--- src/rtl/ltsm_rdi_cmd_responder_if.sv ---
// ltsm_rdi_cmd_responder_if
//   Bundles the RDI request levels and the LTSM command handshake.
//   slave  : responder side (consumes requests, drives the command handshake)
//   master : LTSM core / stimulus side
// Signals:
//   i_req_vec     [7:0] synchronized request levels (bit index = command code)
//   i_cmd_ready         core accepts the offered command
//   i_cmd_done          single-cycle pulse, accepted command finished
//   o_cmd_valid         command offered
//   o_cmd         [2:0] command code
//   o_abort             pulse, running command preempted by linkerror
//   o_timeout           pulse, done not seen in time
//   o_train_error       sticky error level toward RDI
//   o_busy              responder not idle
interface ltsm_rdi_cmd_responder_if;
  logic [7:0] i_req_vec;
  logic       i_cmd_ready;
  logic       i_cmd_done;
  logic       o_cmd_valid;
  logic [2:0] o_cmd;
  logic       o_abort;
  logic       o_timeout;
  logic       o_train_error;
  logic       o_busy;

  modport slave (
    input  i_req_vec, i_cmd_ready, i_cmd_done,
    output o_cmd_valid, o_cmd, o_abort, o_timeout, o_train_error, o_busy
  );

  modport master (
    output i_req_vec, i_cmd_ready, i_cmd_done,
    input  o_cmd_valid, o_cmd, o_abort, o_timeout, o_train_error, o_busy
  );
endinterface

--- src/rtl/ltsm_rdi_cmd_responder.sv ---
// ltsm_rdi_cmd_responder
//   LTSM-side responder for RDI request levels (clk_ltsm domain). Qualifies the
//   bit-synchronized request vector against inter-bit skew, priority-encodes
//   pending requests into single commands, runs a valid/ready + done handshake
//   with the LTSM core, and keeps a sticky training-error status.
// Ports:
//   clk_ltsm    LTSM clock
//   i_rst_n_mb  asynchronous active-low reset
//   rdi         request/handshake bundle (slave modport)
//
// state     | meaning
// ----------+---------------------------------------------------------
// IDLE      | nothing in flight; picks highest-priority pending bit
// ISSUE     | o_cmd_valid high, o_cmd held until i_cmd_ready
// WAIT_DONE | command accepted; waiting for done, preemption or timeout
module ltsm_rdi_cmd_responder #(
  parameter int STABLE_CYCLES  = 2,
  parameter int TIMEOUT_CYCLES = 1024
) (
  input  logic                       clk_ltsm,
  input  logic                       i_rst_n_mb,
  ltsm_rdi_cmd_responder_if.slave    rdi
);

  localparam logic [1:0] ST_IDLE      = 2'd0;
  localparam logic [1:0] ST_ISSUE     = 2'd1;
  localparam logic [1:0] ST_WAIT_DONE = 2'd2;

  localparam logic [3:0]  STABLE_MAX = 4'(STABLE_CYCLES);
  localparam logic [15:0] TMO_LAST   = 16'(TIMEOUT_CYCLES - 1);

  logic [1:0]  state_q, state_d;
  logic [7:0]  vec_q;
  logic [7:0]  qvec_q, qvec_d;
  logic [3:0]  stable_cnt_q, stable_cnt_d;
  logic [7:0]  pending_q, pending_d;
  logic [2:0]  cmd_q, cmd_d;
  logic [15:0] tmo_cnt_q, tmo_cnt_d;
  logic        abort_q, abort_d;
  logic        timeout_q, timeout_d;
  logic        train_err_q, train_err_d;
  logic        busy_q, busy_d;

  logic        qualify;
  logic [7:0]  pend_base;
  logic [7:0]  clr_mask;
  logic [2:0]  win_idx;

  // Skew qualifier: the vector must sit unchanged for STABLE_CYCLES edges.
  always_comb begin
    stable_cnt_d = stable_cnt_q;
    if (rdi.i_req_vec != vec_q)
      stable_cnt_d = '0;
    else if (stable_cnt_q != STABLE_MAX)
      stable_cnt_d = stable_cnt_q + 4'd1;
  end

  assign qualify = (stable_cnt_q == STABLE_MAX);

  // Lowest set bit wins; scanning downward leaves the lowest index last.
  always_comb begin
    win_idx = '0;
    for (int i = 7; i >= 0; i--) begin
      if (pending_q[i]) win_idx = 3'(i);
    end
  end

  always_comb begin
    state_d     = state_q;
    cmd_d       = cmd_q;
    tmo_cnt_d   = tmo_cnt_q;
    abort_d     = 1'b0;
    timeout_d   = 1'b0;
    train_err_d = train_err_q;
    clr_mask    = '0;
    case (state_q)
      ST_IDLE: begin
        if (pending_q != '0) begin
          state_d = ST_ISSUE;
          cmd_d   = win_idx;
        end
      end
      ST_ISSUE: begin
        if (rdi.i_cmd_ready) begin
          clr_mask  = 8'd1 << cmd_q;
          tmo_cnt_d = '0;
          state_d   = ST_WAIT_DONE;
        end
      end
      ST_WAIT_DONE: begin
        if (rdi.i_cmd_done) begin
          state_d = ST_IDLE;
          if (cmd_q == 3'd1) train_err_d = 1'b0;
        end else if (pending_q[0] && (cmd_q != 3'd0)) begin
          // linkerror preempts whatever is running
          abort_d = 1'b1;
          cmd_d   = 3'd0;
          state_d = ST_ISSUE;
        end else if (tmo_cnt_q == TMO_LAST) begin
          timeout_d   = 1'b1;
          train_err_d = 1'b1;
          state_d     = ST_IDLE;
        end else begin
          tmo_cnt_d = tmo_cnt_q + 16'd1;
        end
      end
      default: state_d = ST_IDLE;
    endcase
  end

  // New qualified rising bits pend; withdrawn levels drop; accepted bit clears.
  always_comb begin
    pend_base = qualify ? ((pending_q | (vec_q & ~qvec_q)) & vec_q) : pending_q;
    pending_d = pend_base & ~clr_mask;
    qvec_d    = qualify ? vec_q : qvec_q;
    busy_d    = (state_d != ST_IDLE);
  end

  always_ff @(posedge clk_ltsm or negedge i_rst_n_mb) begin
    if (!i_rst_n_mb) begin
      state_q      <= ST_IDLE;
      vec_q        <= '0;
      qvec_q       <= '0;
      stable_cnt_q <= '0;
      pending_q    <= '0;
      cmd_q        <= '0;
      tmo_cnt_q    <= '0;
      abort_q      <= 1'b0;
      timeout_q    <= 1'b0;
      train_err_q  <= 1'b0;
      busy_q       <= 1'b0;
    end else begin
      state_q      <= state_d;
      vec_q        <= rdi.i_req_vec;
      qvec_q       <= qvec_d;
      stable_cnt_q <= stable_cnt_d;
      pending_q    <= pending_d;
      cmd_q        <= cmd_d;
      tmo_cnt_q    <= tmo_cnt_d;
      abort_q      <= abort_d;
      timeout_q    <= timeout_d;
      train_err_q  <= train_err_d;
      busy_q       <= busy_d;
    end
  end

  assign rdi.o_cmd_valid   = (state_q == ST_ISSUE);
  assign rdi.o_cmd         = cmd_q;
  assign rdi.o_abort       = abort_q;
  assign rdi.o_timeout     = timeout_q;
  assign rdi.o_train_error = train_err_q;
  assign rdi.o_busy        = busy_q;

endmodule

--- src/flat_wrapper.sv ---
// flat-port wrapper written by rule: the top's interface ports become plain ports
module ltsm_rdi_cmd_responder_flat 
#(
  parameter int STABLE_CYCLES  = 2,
  parameter int TIMEOUT_CYCLES = 1024
)
  (clk_ltsm, i_rst_n_mb, rdi_i_req_vec, rdi_i_cmd_ready, rdi_i_cmd_done, rdi_o_cmd_valid, rdi_o_cmd, rdi_o_abort, rdi_o_timeout, rdi_o_train_error, rdi_o_busy);
  ltsm_rdi_cmd_responder_if rdi_i ();
  input  logic clk_ltsm;
  input  logic i_rst_n_mb;
  input wire logic [$bits(rdi_i.i_req_vec)-1:0] rdi_i_req_vec;
  input wire logic [$bits(rdi_i.i_cmd_ready)-1:0] rdi_i_cmd_ready;
  input wire logic [$bits(rdi_i.i_cmd_done)-1:0] rdi_i_cmd_done;
  output wire logic [$bits(rdi_i.o_cmd_valid)-1:0] rdi_o_cmd_valid;
  output wire logic [$bits(rdi_i.o_cmd)-1:0] rdi_o_cmd;
  output wire logic [$bits(rdi_i.o_abort)-1:0] rdi_o_abort;
  output wire logic [$bits(rdi_i.o_timeout)-1:0] rdi_o_timeout;
  output wire logic [$bits(rdi_i.o_train_error)-1:0] rdi_o_train_error;
  output wire logic [$bits(rdi_i.o_busy)-1:0] rdi_o_busy;
  assign rdi_i.i_req_vec = rdi_i_req_vec;
  assign rdi_i.i_cmd_ready = rdi_i_cmd_ready;
  assign rdi_i.i_cmd_done = rdi_i_cmd_done;
  assign rdi_o_cmd_valid = rdi_i.o_cmd_valid;
  assign rdi_o_cmd = rdi_i.o_cmd;
  assign rdi_o_abort = rdi_i.o_abort;
  assign rdi_o_timeout = rdi_i.o_timeout;
  assign rdi_o_train_error = rdi_i.o_train_error;
  assign rdi_o_busy = rdi_i.o_busy;
  ltsm_rdi_cmd_responder #(.STABLE_CYCLES(STABLE_CYCLES), .TIMEOUT_CYCLES(TIMEOUT_CYCLES)) u_core (.clk_ltsm(clk_ltsm), .i_rst_n_mb(i_rst_n_mb), .rdi(rdi_i));
endmodule
--- config.mk ---
export PLATFORM = sky130hd
export DESIGN_NAME = ltsm_rdi_cmd_responder_flat
export DESIGN_NICKNAME = d
export VERILOG_FILES = /design/src/rtl/ltsm_rdi_cmd_responder_if.sv /design/src/rtl/ltsm_rdi_cmd_responder.sv /design/src/flat_wrapper.sv
export SDC_FILE = /design/constraint.sdc
export NUM_CORES = 1
export LEC_CHECK = 0
export CAP_MARGIN = 20
export CORE_UTILIZATION = 48
export DETAILED_ROUTE_END_ITERATION = 8
export PLACE_DENSITY = 0.68
export SLEW_MARGIN = 20
export SYNTH_ARGS = -nofsm -noshare
export SYNTH_HDL_FRONTEND = slang
export SYNTH_SLANG_ARGS = --single-unit
--- constraint.sdc ---
create_clock -name clk_ltsm -period 2.7 [get_ports clk_ltsm]
set_clock_uncertainty 0.05 [all_clocks]
set_input_delay 0.27 -clock clk_ltsm [delete_from_list [all_inputs] [get_ports clk_ltsm]]
set_output_delay 0.27 -clock clk_ltsm [all_outputs]
set_load 0.02 [all_outputs]
### Word level (Yosys, flattened, before mapping)

Index checks and enable logic that the tools add are counted.

| word-level totals | value |
|---|---|
| bits of input ports | 12 |
| register bits after elaboration | 53 |
| output and inout bits | 8 |
| word-level logic and storage cells | 86 |
| latch bits | 0 |
| memory bits (writable) | 0 |
| bits in read-only memories | 0 |
| memories | 0 |

| cells by class | value |
|---|---|
| $mul | 0 |
| div/mod/pow operators | 0 |
| $add $sub $neg | 2 |
| mux-type cells | 39 |
| shift-type cells | 1 |
| order comparisons | 0 |
| reduce and logical (&&, ||, !) cells | 12 |
| bitwise gates (word level) | 6 |
| equality and inequality tests | 15 |

Operators by type and width:

| cell | count |
|---|---|
| $mux 16 | 4 |
| $mux 3 | 11 |
| $pmux 16 s2 | 1 |
| $and 8x8->8 | 3 |
| $mux 8 | 3 |
| $add 16x1->16 const B | 1 |
| $eq 16x10->1 const B | 1 |
| $not 8->8 | 2 |
| $mux 1 | 11 |
| $mux 2 | 5 |
| $ne 2x2->1 const B | 5 |
| $reduce_bool 2->1 | 5 |
| $mux 4 | 2 |
| $ne 8x8->1 | 1 |
| $or 8x8->8 | 1 |
| $reduce_and 4->1 | 2 |
| $reduce_bool 8->1 | 1 |
| $shl 1x3->8 const A | 1 |
| $ne 2x1->1 const B | 3 |
| $pmux 2 s3 | 1 |
| $pmux 3 s2 | 1 |
| $reduce_and 5->1 | 1 |
| $add 4x1->4 const B | 1 |
| $eq 4x2->1 const B | 1 |
| 7 further kinds | 7 |

### Logic depth before layout (Yosys ltp)

| depth | value |
|---|---|
| word-level depth | 10 |
| gate-level depth with buffers | 8 |
| depth with buffers taken out | 6 |

### Worst setup path before layout

Ideal clock, no wire load.

| timing | value |
|---|---|
| path kind | reg-to-reg |
| from | reg u_core.cmd_q[2], in the netlist u_core.rdi.o_cmd[2] |
| to | reg u_core.tmo_cnt_q[12] |
| cell stages (with the launch flop) | 8 |
| library setup time | 0.066 ns |
| clock period less this slack | 1.878 ns |
| path buffers | 2 |
| setup slack | 0.822 ns |
| required time | 2.584 ns |
| arrival | 1.762 ns |
| path through | dfrtp_1 -> buf_6 -> o31ai_4 -> and2_1 -> buf_4 -> nand3_4 -> or4_1 -> nand2_1 |

| between the ends | value |
|---|---|
| longest elaborated chain between the ends | 4 |

Ends and longest elaborated chain:

| element | line | text |
|---|---|---|
| from (decl) | ltsm_rdi_cmd_responder.sv:37 | `logic [2:0] cmd_q, cmd_d;` |
| from (signal assigned) | ltsm_rdi_cmd_responder.sv:138 | `cmd_q <= cmd_d;` |
| $reduce_bool 3->1 | ltsm_rdi_cmd_responder.sv:94 | `end else if (pending_q[0] && (cmd_q != 3'd0)) begin` |
| $logic_and 1x1->1 | ltsm_rdi_cmd_responder.sv:94 |  |
| $ne 2x2->1 (no source line) | n/a |  |
| $reduce_and 5->1 (no source line) | n/a |  |
| to (signal assigned) | ltsm_rdi_cmd_responder.sv:139 | `tmo_cnt_q <= tmo_cnt_d;` |
| to (decl) | ltsm_rdi_cmd_responder.sv:38 | `logic [15:0] tmo_cnt_q, tmo_cnt_d;` |

No other way between the ends.
A chain may end at the register's enable or synchronous reset.

### Worst setup path after layout

Ends and elaborated chain as after synthesis.

==> impl_results.md <==
* Main synth FF type: dfrtp_1
* Net switching power at 0.7189 mW
* Post-Route WL at 4.504 mm
* Final Hold Fails at 0
* Antenna violations before repair at 0
* Total gr overflow at 0
* VDD IR max at 312.2 uV
* Vias in the first global route at 1,614
* Largest net degree at the start of global routing at 36
* Setup-failing EPs final at 0
* Cells after Synth at 235
* Synth unique cells at 43
* Clock-pin slew on the worst setup and hold paths at about 90 ps
* Clock share of power at 0.215
* Seq/Total Area, Yosys at 0.5375
* Worst slew pin tran at 941.6 ps
* Initial Util at 0.5089
* Iteration-0 DRC Markers at between 100 and 150
* Critical path cell sequence: o31ai_4 > and2_1 > nand3_4 > or4_1 > nand2_1
* CTS buffer count at 5
* Fin crit period at roughly 2100 ps
* Hold slack at 385.1 ps
* Routed via count at 1,780
* Cell-internal power at 1.325 mW
* Hold WC Path Type: input port to asynchronous set/reset pin
* Final nets at 272
* Setup TNS at 0 ps
* Placed Cells at 316
* DRC Markers at 0
* Total Routing Usage GR at 0.1883
* Share of cells above drive strength 1 at 0.08140
* CP startpoint kind: flip-flop
* Worst-Skew Late Latency at 300 ps
* WL/cell at approximately 14 um
* LEAKAGE at about 1.3 nW
* Tcrit/Tclk final at 0.7687
* PwrDens at 727.6 mW/mm^2
* Pwr Total at 2.044 mW
* Avg Cell Area, Syn at 10.50 sq um
* Via-to-Cell Ratio at 5.477
* First-pass GRT wire length at 7.783 mm
* Max-Cap Viols at 0
* Non-Filler Instances at 325
* DP Area at 0.002713 sq mm
* Slew Viols, Final at 0
* Synth warnings at 0
* Clock Sinks at 53
* Io pins at 20
* Die area at 0.005431 sq mm
* Synth Register Bits at 53
* Post-Syn Area at ~0.0025 sq mm
* Pre-Repair DR Iteration Count at 4
* CTS tree: done
* Async S/R FF share, synth at 1.000
* Finished Cell Area at 0.002809 sq mm
* Slew margin rel. at 0.3707
* Num rows at 25
* Ant diodes at 0
* Max Buffers Root-to-Sink at 2
* Syn nets at between 200 and 300
* Comb pwr share at 0.268
* Switching Share at 0.3517
* HPWL Detailed at 3.251 mm
* RePlAce Congestion at between 0.8 and 0.9
* Status: finished clean
* Root Buffer: clkbuf_8
* Arrival time at the worst endpoint at 2270 ps
* Slowest cell on crit path: dfrtp_1
* Area Overhead vs Synth at 13.84%
* CTS H-tree depth at 2
* Number of I/O port buffers at 19
* CP endpoint kind: flip-flop
* CP peak stage delay at 530 ps
* Number of synthesized flops with an enable pin at 0
* CP Max Fanout at 10
* Crit path required time at 2890 ps
* Core region area at slightly below 0.005 sq mm
* Fmax achieved at between 0.4 and 0.5 GHz
* Critical setup path kind: flip-flop to flip-flop
* Flop pwr share at 0.518
* Routed Antenna Nets at 0
* Die W at 73.70 um
* RSZ-0062 raised after global routing: false
* Die Ht at approximately 74 um
## logic make-up (layout without fill, tap and decap cells)
kind of cell,count (synthesis),in the layout,synth area share
buf+inv,10,33,0.02028
flops,53,53,0.5375
fa+ha+maj,3,3,0.01521
mux,13,13,0.05781
simple gates,106,106,0.2150
compound gates,34,34,0.09737
xor+xnor,16,16,0.05680
## metal layers
layer / routed length [um] / vias to the layer above / global-route usage
met5: 0 / - / 0
met2: 1903 / 38 / 0.2599
met4: 64 / 0 / 0.06624
met1: 2356 / 843 / 0.2904
met3: 180 / 7 / 0.03704
li1: - / 892 / -
## critical path: cells and delay by family (launching register included)
family,cells,cell delay [ps]
AND/OR/NAND/NOR,4,1110
flip-flops,1,530
AO/OA/AOI/OAI,1,320
## power by group through the flow
stage / Combinational, mW / Clock (mW) / Sequential [mW]
finish: 0.547 / 0.439 / 1.06
global route: 0.610 / 0.486 / 1.08
CTS: 0.551 / 0.454 / 1.06
detailed placement: 0.548 / 0 / 1.07
global placement: 0.544 / 0 / 1.07
floorplan: 0.364 / 0 / 1.05
## synth_stat cells (3+ instances only)
master     n  area [sq um]
dfrtp_1   53          1326
nor2_1    32         120.1
nand2_1   24         90.09
nand3_1   15         75.07
xor2_1    15         131.4
mux2_2     8         90.09
o22ai_1    8         50.05
a21oi_1    5         25.02
nor4_1     5         31.28
o211ai_1   5         37.54
and3_1     4         25.02
clkbuf_1   4         15.01
nand2b_1   4         25.02
nor3_1     4         20.02
o31ai_1    4         30.03
ha_1       3         37.54
inv_1      3         11.26
mux2i_1    3         30.03
nand4_1    3         18.77
or4_1      3         22.52
## repair_timing
item,in CTS,in global routing
hold buffers,1,0
setup buffers,0,0
gates resized for setup,0,0
endpoints found under the hold margin,18,0
## flip-flops by register name, summed over array words and instances, names as in the netlist
| signal | cells |
|---|---|
| u_core.rdi.o_abort | 1 |
| u_core.rdi.o_train_error | 1 |
| u_core.rdi.o_timeout | 1 |
| u_core.pending_q | 8 |
| u_core.rdi.o_cmd | 3 |
| u_core.rdi.o_busy | 1 |
| u_core.vec_q | 8 |
| u_core.state_q | 2 |
| u_core.stable_cnt_q | 4 |
| u_core.qvec_q | 8 |
| u_core.tmo_cnt_q | 16 |
## through the flow
step / worst slack (ps) / utilization
after detailed placement: 497.8 / 0.5595
after CTS: 622.6 / 0.5794
after floorplan: 821.6 / -
final: 624.5 / 0.5794
after global placement: 555.2 / 0.5595
after global routing: 461.6 / 0.5794
## cell type report
cell class | count | area (sq um)
Inverter | 3 | 11.26
Tap cell | 67 | 83.83
Clock inverter | 2 | 13.76
Clock buffer | 6 | 72.57
Fill cell | 424 | 2039
Multi-Input combinational cell | 172 | 1091
Timing Repair Buffer | 22 | 210.2
Sequential cell | 53 | 1326
## final timing paths
check	start	endpoint	slack, ps	cells after the start
worst max-delay path	u_core.rdi.o_cmd[2]	u_core.tmo_cnt_q[12]	620	5
worst min-delay path	i_rst_n_mb	u_core.tmo_cnt_q[11]	390	2
worst max register to register	u_core.rdi.o_cmd[2]	u_core.tmo_cnt_q[12]	620	5
worst min register to register	u_core.rdi.o_train_error	u_core.rdi.o_train_error	460	1
max in group asynchronous	i_rst_n_mb	u_core.rdi.o_cmd[0]	1440	3
min in group clk_ltsm	rdi_i_req_vec[0]	u_core.vec_q[0]	390	1
## placed cells by master (no fill, tap or decap), types with 2 or more instances in the layout
cell	synthesis	layout
dfrtp_1	53	53
buf_4	1	2
mux2_2	8	8
a31oi_1	2	2
clkbuf_8	0	5
o211ai_1	5	5
nor3_1	4	4
a21oi_1	5	5
nor4_1	5	5
xor2_1	15	15
ha_1	3	3
inv_1	3	3
mux2_1	2	2
nand4_1	3	3
mux2i_1	3	3
o21ai_0	2	2
clkdlybuf4s50_1	0	18
and2_1	2	2
or4_1	3	3
and4_1	2	2
and3_1	4	4
nand2_1	24	24
o31ai_1	4	4
nand3_1	15	15
o21ai_1	2	2
nand2b_1	4	4
nor2_1	32	32
o22ai_1	8	8
nor2b_1	2	2
No activity file was read; power rests on OpenSTA's default activity.
